`src/rtl/s7_display_rx.sv`:
```
// Receiver for a multiplexed 7-segment bus: rebuilds per-digit 4-bit codes and publishes whole frames.
// Optional saturating error counter with clear input: define S7_DISPLAY_RX_ERR_CNT_EN.
module s7_display_rx #(
   parameter int DISPLAYS_NUM     = 4,
   parameter int STABLE_CLK_COUNT = 3
) (
   input  logic                      i_clk,
   input  logic                      i_rst,
   input  logic [6:0]                i_segments,
   input  logic [DISPLAYS_NUM-1:0]   i_segments_sel,
`ifdef S7_DISPLAY_RX_ERR_CNT_EN
   input  logic                      i_err_clr,
   output logic [7:0]                o_err_count,
`endif
   output logic [DISPLAYS_NUM*4-1:0] o_bcd_data,
   output logic                      o_valid,
   output logic                      o_err
);

   localparam int         IW     = DISPLAYS_NUM + 7;
   localparam logic [7:0] STABLE = 8'(STABLE_CLK_COUNT);

   logic [IW-1:0]             in_now;
   logic [IW-1:0]             prev_reg;
   logic [7:0]                cnt_reg;
   logic [7:0]                cnt_next;
   logic [DISPLAYS_NUM*4-1:0] shadow_reg;
   logic [DISPLAYS_NUM*4-1:0] shadow_next;
   logic [DISPLAYS_NUM-1:0]   mask_reg;
   logic [DISPLAYS_NUM-1:0]   mask_next;
   logic [DISPLAYS_NUM-1:0]   hit;
   logic                      match;
   logic                      capture;
   logic                      sel_any;
   logic                      sel_multi;
   logic                      one_hot;
   logic [4:0]                seg_dec;
   logic                      seg_ok;
   logic [3:0]                code;
   logic                      store;
   logic                      err_next;
   logic                      frame_done;

   // Returns {valid, code}; anything outside the 16 glyphs is rejected.
   function automatic logic [4:0] decode(input logic [6:0] s);
      case (s)
         7'h3F:   decode = 5'h10;
         7'h06:   decode = 5'h11;
         7'h5B:   decode = 5'h12;
         7'h4F:   decode = 5'h13;
         7'h66:   decode = 5'h14;
         7'h6D:   decode = 5'h15;
         7'h7D:   decode = 5'h16;
         7'h07:   decode = 5'h17;
         7'h7F:   decode = 5'h18;
         7'h6F:   decode = 5'h19;
         7'h77:   decode = 5'h1A;
         7'h7C:   decode = 5'h1B;
         7'h39:   decode = 5'h1C;
         7'h5E:   decode = 5'h1D;
         7'h79:   decode = 5'h1E;
         7'h71:   decode = 5'h1F;
         default: decode = 5'h00;
      endcase
   endfunction

   assign in_now = {i_segments_sel, i_segments};
   assign match  = (in_now == prev_reg);

   always_comb begin
      cnt_next = cnt_reg;
      if (!match)
         cnt_next = 8'd0;
      else if (cnt_reg != STABLE)
         cnt_next = cnt_reg + 8'd1;
   end

   // The counter saturates, so reaching STABLE happens only once per dwell.
   assign capture    = match && (cnt_reg == STABLE - 8'd1);
   assign sel_any    = |i_segments_sel;
   assign sel_multi  = (i_segments_sel & (i_segments_sel - 1'b1)) != '0;
   assign one_hot    = sel_any && !sel_multi;
   assign seg_dec    = decode(i_segments);
   assign seg_ok     = seg_dec[4];
   assign code       = seg_dec[3:0];
   assign store      = capture && one_hot && seg_ok;
   assign err_next   = capture && (sel_multi || (one_hot && !seg_ok));
   assign frame_done = &mask_reg;

   generate
      for (genvar gi = 0; gi < DISPLAYS_NUM; gi++) begin : g_digit
         assign hit[gi]               = store && i_segments_sel[gi];
         assign mask_next[gi]         = hit[gi] || (mask_reg[gi] && !frame_done);
         assign shadow_next[gi*4 +: 4] = hit[gi] ? code : shadow_reg[gi*4 +: 4];
      end
   endgenerate

   always_ff @(posedge i_clk) begin
      if (i_rst) begin
         prev_reg   <= '0;
         cnt_reg    <= 8'd0;
         shadow_reg <= '0;
         mask_reg   <= '0;
         o_bcd_data <= '0;
         o_valid    <= 1'b0;
         o_err      <= 1'b0;
      end else begin
         prev_reg   <= in_now;
         cnt_reg    <= cnt_next;
         shadow_reg <= shadow_next;
         mask_reg   <= mask_next;
         o_valid    <= frame_done;
         o_err      <= err_next;
         // shadow_reg already holds the digit captured in the previous cycle
         if (frame_done)
            o_bcd_data <= shadow_reg;
      end
   end

`ifdef S7_DISPLAY_RX_ERR_CNT_EN
   logic [7:0] err_count_reg;

   always_ff @(posedge i_clk) begin
      if (i_rst)
         err_count_reg <= 8'd0;
      else if (i_err_clr)
         err_count_reg <= 8'd0;
      else if (err_next && (err_count_reg != 8'hFF))
         err_count_reg <= err_count_reg + 8'd1;
   end

   assign o_err_count = err_count_reg;
`endif

endmodule
```
`config.mk`:
```
export PLATFORM = sky130hd
export DESIGN_NAME = s7_display_rx
export DESIGN_NICKNAME = d
export VERILOG_FILES = /design/src/rtl/s7_display_rx.sv
export SDC_FILE = /design/constraint.sdc
export NUM_CORES = 1
export LEC_CHECK = 0
export CELL_PAD_IN_SITES_DETAIL_PLACEMENT = 1
export CELL_PAD_IN_SITES_GLOBAL_PLACEMENT = 1
export CORE_MARGIN = 10
export CORE_UTILIZATION = 45
export CTS_BUF_LIST = sky130_fd_sc_hd__clkbuf_8 sky130_fd_sc_hd__clkbuf_16
export DETAILED_ROUTE_END_ITERATION = 16
export PLACE_DENSITY = 0.8
export SYNTH_ARGS = -nofsm -noshare
export SYNTH_HDL_FRONTEND = slang
export SYNTH_SLANG_ARGS = --single-unit
```
`constraint.sdc`:
```
create_clock -name i_clk -period 5.06 [get_ports i_clk]
set_clock_uncertainty 0.15 [all_clocks]
set_input_delay 1.265 -clock i_clk [delete_from_list [all_inputs] [get_ports i_clk]]
set_output_delay 1.265 -clock i_clk [all_outputs]
set_load 0.005 [all_outputs]
```
==> impl_results.rst, run 1 <==
.. list-table::
   :header-rows: 1

   * - Metric
     - Value
   * - Peak ir drop on the vdd network
     - 0.0001408 V
   * - Post-synthesis to final-layout area growth
     - 16.18%
   * - Setup repair bufs after CTS
     - 0
   * - Pwr Total
     - 860.8 uW
   * - Nature of the critical path startpoint
     - input port
   * - Post-synthesis sequential element count
     - 57
   * - Remaining DRCs
     - 0
   * - Actual slew at the worst max-slew pin
     - 880.7 ps
   * - Final weighted congestion in routability-driven placement
     - 0.7739
   * - Overall via count from detail_route
     - 2170
   * - Proportion of layout cells with a drive suffix above 1
     - 7.716%
   * - Largest net degree at the start of global routing
     - 35
   * - Die W
     - 96.78 um
   * - Critical Path End
     - o_err
   * - Worst hold slack
     - 301.9 ps
   * - Worst max-slew margin expressed relative to the limit
     - 41.11%
   * - Proportion of power drawn by the clock network
     - 39.5%
   * - Final instance area
     - 3082 um2
   * - Final ANT Viol Nets
     - 0
   * - FF-to-FF End
     - shadow_reg[5]
   * - Number of sinks driven by the clock tree
     - 57
   * - CTS-repair resized insts
     - 0
   * - Leading cell types in the layout, fill and taps excluded
     - sky130_fd_sc_hd__dfxtp_1 (57), sky130_fd_sc_hd__nand2_1 (54), sky130_fd_sc_hd__clkdlybuf4s50_1 (30)
   * - Critical path depth in cells
     - 7
   * - Critical Path, Cell by Cell
     - clkdlybuf4s50_1, o21ai_0, o22ai_1, or2_4, nor3_4, o21bai_2, a2111oi_2
   * - Starting density of the core
     - 47.30%
   * - Combinational share of power
     - 7.6%
   * - Total Wirelength
     - 6165 um
   * - Crit Path Category
     - input port to flip-flop
   * - Placed wire-length estimate
     - 4357 um
   * - Ports placed on the boundary
     - 31
   * - Die span in y
     - 96.78 um
   * - Via count of the first global-routing pass
     - 2256
   * - Switching component of the power
     - 202.7 uW
   * - Floorplan Core Area
     - 5608 um2
   * - Combined buffer and inverter count along the critical path
     - 1
   * - Data required time at the worst endpoint
     - 5130 ps
   * - Synthesized area
     - 2653 um2
   * - Post-Synthesis Mean Instance Area
     - 8.842 um2
   * - CP top delay family
     - compound AO/OA/AOI/OAI gates
   * - Total power per unit cell area
     - 279.3 nW/um2
   * - Max stage delay on crit path
     - 760 ps
   * - Worst hold-check path type
     - flip-flop to flip-flop
   * - CTS tree
     - done
   * - Synthesized net count
     - 315
   * - Global-route wire length before repair
     - 10730 um
   * - Net count, final
     - 337
   * - Worst-case reg-to-reg path depth
     - 5
   * - Number of detailed-routing iterations run before antenna repair
     - 4
   * - Num rows
     - 27
   * - Result of the run
     - complete, no violations
   * - Most common cell after layout, fill and taps aside
     - sky130_fd_sc_hd__dfxtp_1
   * - Number of synthesized flops with an enable pin
     - 0
   * - Area of placed instances
     - 2932 um2
   * - Max Slew Vio Count
     - 0
   * - Synth async-reset ratio
     - 0%
   * - Number of instances in the synthesized netlist
     - 300
   * - Maximum fanout along the worst path
     - 19
   * - Worst hold path depth
     - 2
   * - Startpoint of the worst-slack reg-to-reg timing path
     - prev_reg[0]
   * - Int Pwr
     - 658.2 uW
   * - FMAX
     - 264.6 MHz
   * - RSZ-0062 raised after global routing
     - false
   * - Number of buffer cells added on primary ports
     - 30
   * - Clk Tree Root Cell
     - sky130_fd_sc_hd__clkbuf_8
   * - Final setup viols
     - 0
   * - Number of antenna violations at the first check in global routing
     - 0
   * - Post-layout minimum cycle time
     - 3780 ps
   * - CTS buffer count
     - 9
   * - Global router's overall resource usage
     - 13.41%
   * - Via/cell ratio
     - 5.480
   * - Clock insertion delay at the later pin of the skew report
     - 330 ps
   * - Clock transition at the registers of the reported paths
     - 60 ps
   * - Fraction of power spent switching nets
     - 23.54%
   * - Fraction of the core area covered by cells at the end of the flow
     - 54.95%
   * - Crit-path slowest cell
     - sky130_fd_sc_hd__clkdlybuf4s50_1
   * - Number of max-capacitance violations reported
     - 0
   * - Final Hold Violating Endpoints
     - 0
   * - Number of hold buffers added after cts
     - 0
   * - Relative contribution of sequential cells to total power
     - 52.9%
   * - Post-route setup TNS
     - 0 ps
   * - Critical path capture point type
     - flip-flop
   * - Sequential-to-total area share from yosys stat
     - 43.02%
   * - Internal reg-to-reg setup slack
     - 2960 ps
   * - Crit path launch
     - i_segments[3]
   * - Worst-case clock buffer depth
     - 2
   * - FILL cells
     - 669
   * - Antenna diode count
     - 0
   * - Count of synthesis-stage warnings from yosys
     - 0
   * - Post-synth cell types
     - 44
   * - DR WL/cell
     - 15.57 um
   * - Arrival time reported for the critical path endpoint
     - 3850 ps
   * - Total Die Area
     - 9365 um2
   * - Most common flop cell mapped by yosys
     - sky130_fd_sc_hd__dfxtp_1
   * - Number of H-tree branching levels
     - 3
   * - Static leakage power
     - 1.070 nW
   * - Grt ovf
     - 0
   * - Share of the clock period used by the worst path after layout
     - 74.70%
   * - Detailed router's first-iteration violation count
     - 56
[synth_stat cells, drive strengths merged (2+ instances only)]
master	n	area [um2]
dfxtp	57	1141
nand2	54	202.7
a21oi	21	105.1
nor2	18	67.56
xnor2	14	122.6
nor2b	12	75.07
nor3	12	116.4
nand3	11	55.05
buf	10	81.32
clkbuf	10	37.54
mux2i	8	80.08
nand4	8	50.05
o21ai	8	40.04
xor2	6	52.55
nand3b	5	37.54
and2	4	25.02
o21a	4	30.03
o221a	4	45.04
o311ai	4	35.03
and3	3	18.77
inv	3	11.26
a31o	2	17.52
ha	2	25.02
nand4b	2	17.52
o22ai	2	12.51
or4bb	2	22.52
[kinds of logic (layout without fill, tap and decap cells)]
| group | Yosys count | in the layout | synth area share, % |
|---|---|---|---|
| AO/OA/AOI/OAI | 50 | 50 | 12.64 |
| XOR/XNOR | 20 | 20 | 6.604 |
| adder cells (fa/ha/maj) | 2 | 2 | 0.9432 |
| buffers and inverters | 23 | 47 | 4.905 |
| flip-flops | 57 | 57 | 43.02 |
| multiplexers | 8 | 8 | 3.019 |
| AND/OR/NAND/NOR | 140 | 140 | 28.87 |
[power groups by stage]
| stage | sequential [mW] | clock [mW] | combinational, mW |
|---|---|---|---|
| final | 0.456 | 0.340 | 0.0655 |
| after global placement | 0.465 | 0 | 0.0637 |
| after global routing | 0.456 | 0.372 | 0.0726 |
| after detailed placement | 0.465 | 0 | 0.0658 |
| after floorplan | 0.465 | 0 | 0.0466 |
| after CTS | 0.456 | 0.350 | 0.0660 |
[metrics by stage]
stage	std cells	worst slack, ps
5_1_grt	396	1121
3_3_place_gp	383	970.2
4_1_cts	396	1267
6_report	396	1280
2_1_floorplan	300	1976
3_5_place_dp	383	914.6
[area by class of cell]
| class | instances | area, um2 | share of cell area, % |
|---|---|---|---|
| clock buffer | 10 | 137.6 | 4.466 |
| inverter | 3 | 11.26 | 0.3654 |
| sequential | 57 | 1141 | 37.03 |
| multi-input combinational | 220 | 1381 | 44.82 |
| clock inverter | 3 | 12.51 | 0.4060 |
| tap | 72 | 90.09 | 2.923 |
| timing repair buffer | 31 | 307.8 | 9.988 |
[worst register-to-register path, delay by kind of cell, from the launching register on]
| family | cells | cell delay [ps] |
|---|---|---|
| xor gates and xnor gates | 1 | 170 |
| DFF | 1 | 310 |
| AOI/OAI and AO/OA | 1 | 400 |
| and+or+nand+nor | 3 | 960 |
[metal layers]
metal	part of all wire [%]	up-vias	GRT usage, %
met4	1.5	0	6.201
met2	48	34	21.73
met3	4.2	9	4.116
li1	-	1081	-
met1	46	1046	15.74
met5	0	-	0
[worst min path at each step]
stage	end	start	slack, ps
2_1_floorplan	o_bcd_data[13]	shadow_reg[13]	280
3_3_place_gp	o_bcd_data[6]	shadow_reg[6]	290
3_5_place_dp	o_bcd_data[0]	shadow_reg[0]	300
4_1_cts	o_bcd_data[10]	shadow_reg[10]	300
5_1_grt	o_bcd_data[10]	shadow_reg[10]	320
6_report	o_bcd_data[10]	shadow_reg[10]	300
(Power assumes the default switching activity.)
==> run 2: changes to the inputs <==
- CORE_UTILIZATION: 45 -> 42
- PLACE_DENSITY: 0.8 -> 0.75
- clock period: 5.06 -> 3.9 ns (I/O delays scaled with it)
==> impl_results.rst, run 2 (synthesis gave the netlist of run 1 again) <==
.. list-table::
   :header-rows: 1

   * - Metric
     - Value
   * - FILL cells
     - 707
   * - Num rows
     - 28
   * - Final weighted congestion in routability-driven placement
     - 0.7715
   * - Starting density of the core
     - 44.02%
   * - RSZ-0062 raised after global routing
     - false
   * - Number of max-capacitance violations reported
     - 0
   * - Startpoint of the worst-slack reg-to-reg timing path
     - prev_reg[3]
   * - Worst hold path depth
     - 2
   * - Die W
     - 99.47 um
   * - Area of placed instances
     - 2980 um2
   * - Number of detailed-routing iterations run before antenna repair
     - 4
   * - Via/cell ratio
     - 5.265
   * - Arrival time reported for the critical path endpoint
     - 3390 ps
   * - Final setup viols
     - 0
   * - Number of sinks driven by the clock tree
     - 57
   * - Net count, final
     - 343
   * - Final ANT Viol Nets
     - 0
   * - FMAX
     - 302.7 MHz
   * - Final instance area
     - 3188 um2
   * - Global router's overall resource usage
     - 13.32%
   * - Area occupied by multi-input gates
     - 1381 um2
   * - Post-synthesis to final-layout area growth
     - 20.19%
   * - Clock insertion delay at the later pin of the skew report
     - 340 ps
   * - Clock transition at the registers of the reported paths
     - 70 ps
   * - Number of buffer cells added on primary ports
     - 30
   * - Worst-case reg-to-reg path depth
     - 5
   * - Crit Path Category
     - input port to flip-flop
   * - Floorplan Core Area
     - 6026 um2
   * - Global-route wire length before repair
     - 10800 um
   * - CTS buffer count
     - 9
   * - Post-layout minimum cycle time
     - 3303 ps
   * - Die span in y
     - 99.47 um
   * - Setup repair bufs after CTS
     - 0
   * - DR WL/cell
     - 15.53 um
   * - Antenna diode count
     - 0
   * - Register cell area after layout
     - 1141 um2
   * - Static leakage power
     - 1.128 nW
   * - Worst min-delay path endpoint
     - o_bcd_data[6]
   * - Number of hold buffers added after cts
     - 0
   * - Nature of the critical path startpoint
     - input port
   * - FF-to-FF End
     - shadow_reg[10]
   * - Remaining DRCs
     - 0
   * - Internal reg-to-reg setup slack
     - 1770 ps
   * - Worst hold-check path type
     - flip-flop to flip-flop
   * - Ports placed on the boundary
     - 31
   * - Most common cell after layout, fill and taps aside
     - sky130_fd_sc_hd__dfxtp_1
   * - Detailed router's first-iteration violation count
     - 55
   * - Share of the clock period used by the worst path after layout
     - 84.69%
   * - Total Wirelength
     - 6337 um
   * - Post-route setup TNS
     - 0 ps
   * - Final Hold Violating Endpoints
     - 0
   * - Critical path capture point type
     - flip-flop
   * - Via count of the first global-routing pass
     - 2258
   * - Largest net degree at the start of global routing
     - 34
   * - CTS-repair resized insts
     - 0
   * - Clk Tree Root Cell
     - sky130_fd_sc_hd__clkbuf_8
   * - Worst-case clock buffer depth
     - 2
   * - Max Slew Vio Count
     - 0
   * - Maximum fanout along the worst path
     - 17
   * - Placed wire-length estimate
     - 4389 um
   * - Total Die Area
     - 9894 um2
   * - Fraction of the core area covered by cells at the end of the flow
     - 52.91%
   * - Result of the run
     - complete, no violations
   * - Total power per unit cell area
     - 396.4 nW/um2
   * - Worst max-slew margin expressed relative to the limit
     - 41.46%
   * - Grt ovf
     - 0
   * - Number of antenna violations at the first check in global routing
     - 0
   * - Data required time at the worst endpoint
     - 3990 ps
   * - Leading cell types in the layout, fill and taps excluded
     - sky130_fd_sc_hd__dfxtp_1 (57), sky130_fd_sc_hd__nand2_1 (54), sky130_fd_sc_hd__clkdlybuf4s50_1 (30)
   * - Number of H-tree branching levels
     - 3
   * - CTS tree
     - done
   * - Proportion of layout cells with a drive suffix above 1
     - 10.21%
   * - Actual slew at the worst max-slew pin
     - 875.5 ps
   * - Peak ir drop on the vdd network
     - 0.0002053 V
   * - Overall via count from detail_route
     - 2148
   * - Hold_sp
     - shadow_reg[6]
-- run 2: report_power, final --
group	leakage, nW	total, mW	internal, mW	switching (mW)
Combinational	0.551	0.0885	0.0382	0.0504
Sequential	0.462	0.591	0.588	0.00254
Clock	0.115	0.585	0.342	0.243
-- run 2: how the worst max path moves through the flow --
stage                  startpoint    end  slack (ps)
floorplan           i_segments[3]  o_err        1110
global placement    i_segments[0]  o_err         250
CTS                 i_segments[0]  o_err         600
finish              i_segments[0]  o_err         600
global route        i_segments[0]  o_err         410
detailed placement  i_segments[0]  o_err         220
-- run 2: final cells by class --
class / count / share of cell area [%]
sequential: 57 / 35.79
inverter: 3 / 0.3532
clock inverter: 4 / 1.334
timing repair buffer: 37 / 11.07
clock buffer: 12 / 5.181
multi-input combinational: 220 / 43.33
tap: 75 / 2.943
-- run 2: worst max-delay path, cell delays in order --
cell                              delay (ps)
sky130_fd_sc_hd__clkdlybuf4s50_1         800
sky130_fd_sc_hd__nand4b_1                180
sky130_fd_sc_hd__o22ai_1                  90
sky130_fd_sc_hd__or2_4                   260
sky130_fd_sc_hd__nor3_4                  560
sky130_fd_sc_hd__o21bai_2                140
sky130_fd_sc_hd__a2111oi_2               370
-- run 2: metal layers --
metal | vias to the layer above | GRT usage [%] | part of all wire [%]
met5 | - | 0 | 0
met4 | 0 | 5.072 | 1.5
met3 | 10 | 4.775 | 4.9
met2 | 33 | 21.79 | 48
met1 | 1009 | 15.57 | 46
li1 | 1096 | - | -
-- run 2: per-stage QoR --
stage                     hold WS (ps)  setup slack (ps)  instances  power (mW)
after global routing             329.2             407.9        408       1.312
after CTS                        308.5             597.8        408       1.279
after detailed placement         297.7             223.9        392      0.6932
after floorplan                  278.8              1106        300      0.6638
after global placement           292.1             254.4        392      0.6911
final                            303.8             596.9        408       1.264
